## config.mk

```make
export PLATFORM = sky130hd
export DESIGN_NAME = bus_terminal_fifo
export DESIGN_NICKNAME = d
export VERILOG_FILES = /design/src/rtl/bus_terminal_fifo.sv
export SDC_FILE = /design/constraint.sdc
export NUM_CORES = 1
export LEC_CHECK = 0
export CAP_MARGIN = 10
export CORE_MARGIN = 3
export CORE_UTILIZATION = 55
export CTS_BUF_LIST = sky130_fd_sc_hd__clkbuf_2 sky130_fd_sc_hd__clkbuf_4 sky130_fd_sc_hd__clkbuf_8
export DETAILED_ROUTE_END_ITERATION = 6
export PLACE_DENSITY = 0.76
export REMOVE_ABC_BUFFERS = 1
export SYNTH_ARGS = -nofsm -noshare
export SYNTH_HDL_FRONTEND = slang
export SYNTH_SLANG_ARGS = --single-unit
export TNS_END_PERCENT = 50
```

## constraint.sdc

```tcl
create_clock -name clk -period 8.7 [get_ports clk]
set_input_delay 0.87 -clock clk [delete_from_list [all_inputs] [get_ports clk]]
set_output_delay 0.87 -clock clk [all_outputs]
set_load 0.02 [all_outputs]
```

## src/rtl/bus_terminal_fifo.sv

```systemverilog
// bus_terminal_fifo
//   Device-side endpoint for one port of the bs_gnrtr_n_rbtr bus driver.
//   Holds a TX FIFO (device writes, bus pops) and an RX FIFO (bus pushes,
//   device reads). Both FIFOs are first-word-fall-through circular buffers
//   with registered occupancy counters; status outputs come only from
//   registered state.
//
//   Optional feature: define BUS_TERM_ADDR_FILTER_EN to accept only bus
//   pushes whose top id_bits match term_id or bdcst. When it is undefined,
//   every push passes the address check and rx_filt stays 0.
//
// Ports
//   clk, reset (sync, active-low)
//   pndng, D_pop, pop          : bus side of the TX FIFO
//   push, D_push               : bus side of the RX FIFO
//   tx_wr, tx_data, tx_full    : device side of the TX FIFO
//   rx_rd, rx_data, rx_empty   : device side of the RX FIFO
//   tx_count, rx_count         : occupancy
//   tx_ovf, rx_ovf, rx_filt    : one-cycle drop pulses, registered
module bus_terminal_fifo #(
  parameter int                 pckg_sz = 16,
  parameter int                 depth   = 8,
  parameter int                 id_bits = 8,
  parameter logic [id_bits-1:0] term_id = '0,
  parameter logic [id_bits-1:0] bdcst   = '1
) (
  input  logic                         clk,
  input  logic                         reset,
  output logic                         pndng,
  output logic [pckg_sz-1:0]           D_pop,
  input  logic                         pop,
  input  logic                         push,
  input  logic [pckg_sz-1:0]           D_push,
  input  logic                         tx_wr,
  input  logic [pckg_sz-1:0]           tx_data,
  output logic                         tx_full,
  input  logic                         rx_rd,
  output logic [pckg_sz-1:0]           rx_data,
  output logic                         rx_empty,
  output logic [$clog2(depth+1)-1:0]   tx_count,
  output logic [$clog2(depth+1)-1:0]   rx_count,
  output logic                         tx_ovf,
  output logic                         rx_ovf,
  output logic                         rx_filt
);

  localparam int AW = $clog2(depth);
  localparam int CW = $clog2(depth+1);

`ifdef BUS_TERM_ADDR_FILTER_EN
  localparam bit FILT_EN = 1'b1;
`else
  localparam bit FILT_EN = 1'b0;
`endif

  logic [pckg_sz-1:0] tx_mem [depth];
  logic [pckg_sz-1:0] rx_mem [depth];
  logic [AW-1:0]      tx_wp, tx_rp, rx_wp, rx_rp;
  logic [CW-1:0]      tx_cnt, rx_cnt;

  logic tx_do_pop, tx_do_wr, rx_do_rd, rx_do_push;
  logic addr_match, addr_ok;
  logic tx_ovf_p0, rx_ovf_p0, rx_filt_p0;
  logic tx_ovf_p1, rx_ovf_p1, rx_filt_p1;

  // ---- stage p0: accept/drop decisions from registered counts ----
  assign tx_full   = (tx_cnt == CW'(depth));
  assign pndng     = (tx_cnt != '0);
  assign rx_empty  = (rx_cnt == '0);
  assign tx_count  = tx_cnt;
  assign rx_count  = rx_cnt;
  assign D_pop     = tx_mem[tx_rp];
  assign rx_data   = rx_mem[rx_rp];

  // A pop on a full FIFO frees the slot the same-cycle write lands in.
  assign tx_do_pop = pop && pndng;
  assign tx_do_wr  = tx_wr && (!tx_full || tx_do_pop);
  assign tx_ovf_p0 = tx_wr && !tx_do_wr;

  assign addr_match = (D_push[pckg_sz-1 -: id_bits] == term_id) ||
                      (D_push[pckg_sz-1 -: id_bits] == bdcst);
  assign addr_ok    = !FILT_EN || addr_match;

  assign rx_do_rd   = rx_rd && !rx_empty;
  assign rx_do_push = push && addr_ok && ((rx_cnt != CW'(depth)) || rx_do_rd);
  // Filter rejection takes priority, so ovf and filt are mutually exclusive.
  assign rx_filt_p0 = push && !addr_ok;
  assign rx_ovf_p0  = push && addr_ok && !rx_do_push;

  // ---- stage p1: memory writes (data, not reset) ----
  always_ff @(posedge clk) begin
    if (tx_do_wr)   tx_mem[tx_wp] <= tx_data;
    if (rx_do_push) rx_mem[rx_wp] <= D_push;
  end

  // ---- stage p1: pointers, counts and drop pulses (control, reset) ----
  always_ff @(posedge clk) begin
    if (!reset) begin
      tx_wp      <= '0;
      tx_rp      <= '0;
      tx_cnt     <= '0;
      rx_wp      <= '0;
      rx_rp      <= '0;
      rx_cnt     <= '0;
      tx_ovf_p1  <= 1'b0;
      rx_ovf_p1  <= 1'b0;
      rx_filt_p1 <= 1'b0;
    end else begin
      if (tx_do_wr)   tx_wp <= tx_wp + 1'b1;
      if (tx_do_pop)  tx_rp <= tx_rp + 1'b1;
      tx_cnt <= tx_cnt + CW'(tx_do_wr) - CW'(tx_do_pop);
      if (rx_do_push) rx_wp <= rx_wp + 1'b1;
      if (rx_do_rd)   rx_rp <= rx_rp + 1'b1;
      rx_cnt <= rx_cnt + CW'(rx_do_push) - CW'(rx_do_rd);
      tx_ovf_p1  <= tx_ovf_p0;
      rx_ovf_p1  <= rx_ovf_p0;
      rx_filt_p1 <= rx_filt_p0;
    end
  end

  assign tx_ovf  = tx_ovf_p1;
  assign rx_ovf  = rx_ovf_p1;
  assign rx_filt = FILT_EN ? rx_filt_p1 : 1'b0;

endmodule
```

Yosys cells after proc, flatten, opt, wreduce, memory -nomap -nowiden
Memory sizes are Yosys's and may differ from the RTL's. A register that Yosys moved wholly into a read port is not among the register bits.
Cells that the tools add are included.
{"block": "totals", "ff_bits": 22, "mem_bits_rw": 256, "in_bits": 38, "n_memories": 2}
{"block": "op_classes", "addsub": 8, "n_eq_ne": 2, "n_mux": 8, "reduce_logical": 14}
{"memory": "rx_mem", "words": 8, "word_bits": 16, "rd": 1, "rd_ports_with_merged_regs": 1, "write_ports": 1, "line_no": "57", "text": "logic [pckg_sz-1:0] rx_mem [depth];"}
{"memory": "tx_mem", "words": 8, "word_bits": 16, "rd": 1, "rd_ports_with_merged_regs": 1, "write_ports": 1, "line_no": "56", "text": "logic [pckg_sz-1:0] tx_mem [depth];"}
{"cell": "adder 3 x 1 -> 3 bit, second input constant", "count": 4}
{"cell": "2-to-1 mux 3 bit", "count": 4}
{"cell": "adder 4 x 1 -> 4 bit", "count": 2}
{"cell": "subtractor 4 x 1 -> 4 bit", "count": 2}
{"cell": "logical AND 1 bit", "count": 6}
{"cell": "equality test 4 bit, second input constant", "count": 1}
{"cell": "zero test 1 bit", "count": 4}
{"cell": "zero test 4 bit", "count": 1}
{"cell": "2-to-1 mux 1 bit", "count": 4}
{"cell": "inequality test 4 bit, second input constant", "count": 1}
{"cell": "nonzero test 4 bit", "count": 1}
{"cell": "logical OR 1 bit", "count": 2}

Logic depth before layout (Yosys ltp)
{"block": "logic_depth", "ltp_word": 7, "depth_mapped": 11}

Least setup slack after synthesis
No wires, ideal clock.
{"block": "synth_path", "path_kind": "input-to-reg", "from": "input port pop", "to": "memory tx_mem[1][0], enable pin", "setup_ns": 0.436, "arrival_time_ns": 3.060, "required_ns": 8.264, "path_slack_ns": 5.204, "cell_stages": 3, "n_path_buf": 0, "path_cell_list": "nor2b_1 -> o21ai_0 -> nor4b_1"}
{"block": "synth_between", "elab_chain_cells": 5}
{"element": "start, declared", "line_no": "31", "text": "input logic pop,"}
{"element": "logical AND 1 bit", "line_no": "76", "text": "assign tx_do_pop = pop && pndng;"}
{"element": "logical OR 1 bit", "line_no": "77", "text": "assign tx_do_wr = tx_wr && (!tx_full || tx_do_pop);"}
{"element": "logical AND 1 bit", "line_no": "77"}
{"element": "2-to-1 mux 1 bit", "line_no": "92", "text": "if (tx_do_wr) tx_mem[tx_wp] <= tx_data;"}
{"element": "2-to-1 mux 1 bit (not written as such)", "line_no": "92"}
{"element": "end, declared", "line_no": "56"}
Every way passes these cells.

==> run summary <==
Die ar.: 0.0225 mm^2
clock share of power: 28.2%
Finish-stage setup viols: 0
largest family of logic cells by synthesized area: multiplexers
crit path DAT: 3.13 ns
Yosys cell types: 52
via count: 5629
status: finished, final reports clean
Post-synth EDFFs: 256
Req. time, crit path: 7.83 ns
Post-CTS Setup Bufs: 0
CTS Buffer Depth: 3
n_diodes: 0
largest net degree at the start of global routing: 36
Reg2Reg Setup Slack: 5.85 ns
maximum VDD drop: 0.000211 V
compound-cell area share of the yosys netlist: 1.06%
WL/cell: 21.3 um
clock slew at reported path FFs: 0.06 ns
unrepaired setup endpoints after global routing: false
GRT Total Usage: 19.0%
Final Max Slew Viols: 0
fmax: 250 MHz
Max Clock Skew: 0.0225 ns
Die W: 150 um
clk_lat worst skew: 0.54 ns
initial antenna violation count: 0
RePlAce Congestion: 0.749
vias in the first global route: 5978
Core Area: 0.0203 mm^2
Rows: 52
layout cell share with drive strength beyond 1: 24.5%
top_reg_cell synth: edfxtp_1
CTS Sinks: 284
routed vias/inst: 5.77
Syn Area/Cell: 20.3 um^2
Startpoint Class: register
I/O Pins: 84
MaxCap Viol Count: 0
Post-Syn Area: 0.0114 mm^2
Sequential Power Share: 47.0%
TritonCTS Buffers: 44
Yosys warning count: 0
xor/xnor cell area share of the yosys netlist: 0.154%
Initial DRT Pass Iterations: 4
DP HPWL: 12.4 mm
Initial Util: 56.2%
P_int: 2.69 mW
Synth Area in Simple Gates: 4.49%
top cell type's share of synthesized area: 67.4%
Max-slew headroom: 23.2%
final wirelength: 20.8 mm
final setup TNS: 0 ns
combinational power share: 24.8%
Fin. Hold Viols: 0
Net Sw Power: 1.05 mW
Synth area leader: edfxtp_1
register bit count reported by yosys: 284
dpl ws: 5.08 ns
Lkg Pwr: 4.36 nW
htree depth: 2
Worst Tran Pin Value: 1.15 ns
crit end category: output pin
first-pass GRT wire length: 32.4 mm
Buffers on Ports: 82
P per Cell Area: 280 mW/mm^2
Hold Buf Count CTS: 0
ANT nets after route: 0
die height: 150 um
DRT iter0 DRCs: 420
Syn Inst Count: 563
final setup margin: 4.70 ns
Switching Share: 28.1%
sequential area share after synthesis: 72.3%
Setup Crit Path Kind: register to output pin
Post-synth ARST share: 0%
post-cts resize count: 0
Period minus WS final: 4.00 ns
Post-Synth Adder-Cell Area: 1.89%
top cells by area, synth: edfxtp_1, mux4_2, mux4_1
Congestion Overflow GR: 0
clock tree root driver cell: clkbuf_8
mux contribution to synthesized area: 17.6%
drc violations: 0
biggest fanout along the worst timing path: 32
TritonCTS clock tree: done
worst min path class: register to register
synth-to-layout area growth: 17.4%
# nets final: 729
final worst-path cycle share: 46.0%
==> final timing paths <==
kind,from,cells past startpoint,to
setup reg to reg,rx_count[2],6,rx_mem[0][14]
hold reg to reg,tx_rp[2],2,register
hold / removal,tx_rp[2],2,register
setup / recovery,register,3,D_pop[8]
==> cell families (layout without fill, tap and decap cells) <==
| family | Yosys count | in the layout |
|---|---|---|
| other | 1 | 1 |
| adders and majority gates | 16 | 16 |
| muxes | 107 | 107 |
| AOI/OAI and AO/OA | 17 | 17 |
| buffers and inverters | 44 | 186 |
| and+or+nand+nor | 92 | 92 |
| DFF | 284 | 284 |
| xor gates and xnor gates | 2 | 2 |
==> routing by layer <==
layer  part of all wire, %  GRT usage [%]  up-vias
met4                   1.6           5.40        0
met2                    50           31.0      145
met1                    43           26.2     2916
li1                      -              -     2537
met3                   5.3           4.18       31
met5                     0              0        -
==> per-stage QoR <==
stage	total power, mW	utilization [%]	cells	area [um^2]	hold slack [ns]
3_5_place_dp	2.73	61.8	899	12600	0.488
4_1_cts	3.79	66.0	975	13400	0.498
6_report	3.74	66.0	975	13400	0.492
3_3_place_gp	2.69	61.8	899	12600	0.462
5_1_grt	3.92	66.0	975	13400	0.515
2_1_floorplan	2.32	-	531	11200	0.445
==> worst max-delay path: stages (launching register included) <==
cell and delay [ns]:
dfxtp_2 1.04, mux4_1 0.66, mux2_2 0.31, clkdlybuf4s50_1 0.55
==> placed cells by master (no fill, tap or decap), drive strengths merged, types with 4 or more instances in the layout <==
master | synthesis | routed
dfxtp | 28 | 28
nor2b | 4 | 4
edfxtp | 256 | 256
ha | 14 | 14
and2 | 5 | 5
mux4 | 64 | 64
nand3 | 5 | 5
clkdlybuf4s50 | 0 | 82
nand2 | 24 | 24
buf | 20 | 16
mux2 | 32 | 32
nand2b | 9 | 9
nor3 | 9 | 9
inv | 11 | 13
nor2 | 9 | 9
clkbuf | 12 | 60
nor4 | 7 | 7
clkinv | 1 | 14
mux2i | 11 | 11
==> synth_stat cells (2+ instances only) <==
library cell	number
a21o_1	2
a21oi_1	3
and2_1	5
and3_1	2
buf_1	9
buf_12	2
buf_6	3
buf_8	4
clkbuf_1	12
dfxtp_1	28
edfxtp_1	256
fa_1	2
ha_1	14
inv_1	11
mux2_2	32
mux2i_1	11
mux4_1	24
mux4_2	40
nand2_1	24
nand2b_1	9
nand3_1	5
nand4_1	3
nand4b_1	2
nor2_1	8
nor2b_1	4
nor3_1	9
nor3b_1	2
nor4_1	7
nor4b_1	2
o21ai_0	3
o311ai_0	2
or3b_1	3
==> cell type report <==
| class | count | area (um^2) |
|---|---|---|
| sequential | 284 | 8250 |
| fill | 1337 | 6910 |
| multi-input combinational | 235 | 2970 |
| timing repair buffer | 98 | 941 |
| clock buffer | 60 | 732 |
| tap | 270 | 338 |
| clock inverter | 16 | 104 |
| inverter | 12 | 57.6 |
==> power by group through the flow <==
stage | Sequential, mW | Clock (mW) | Combinational [mW]
finish | 1.76 | 1.06 | 0.928
global route | 1.78 | 1.15 | 0.996
CTS | 1.76 | 1.08 | 0.942
detailed placement | 1.79 | 0 | 0.936
global placement | 1.78 | 0 | 0.906
floorplan | 1.77 | 0 | 0.553
==> sequential cells by signal (all words and copies together) (netlist names), named ones only <==
signal and count:
rx_count 4, rx_mem 128, rx_ovf 1, rx_rp 3, rx_wp 3, tx_count 4
tx_mem 128, tx_ovf 1, tx_rp 3, tx_wp 3
Note: power is estimated with default switching activity, not from simulation.
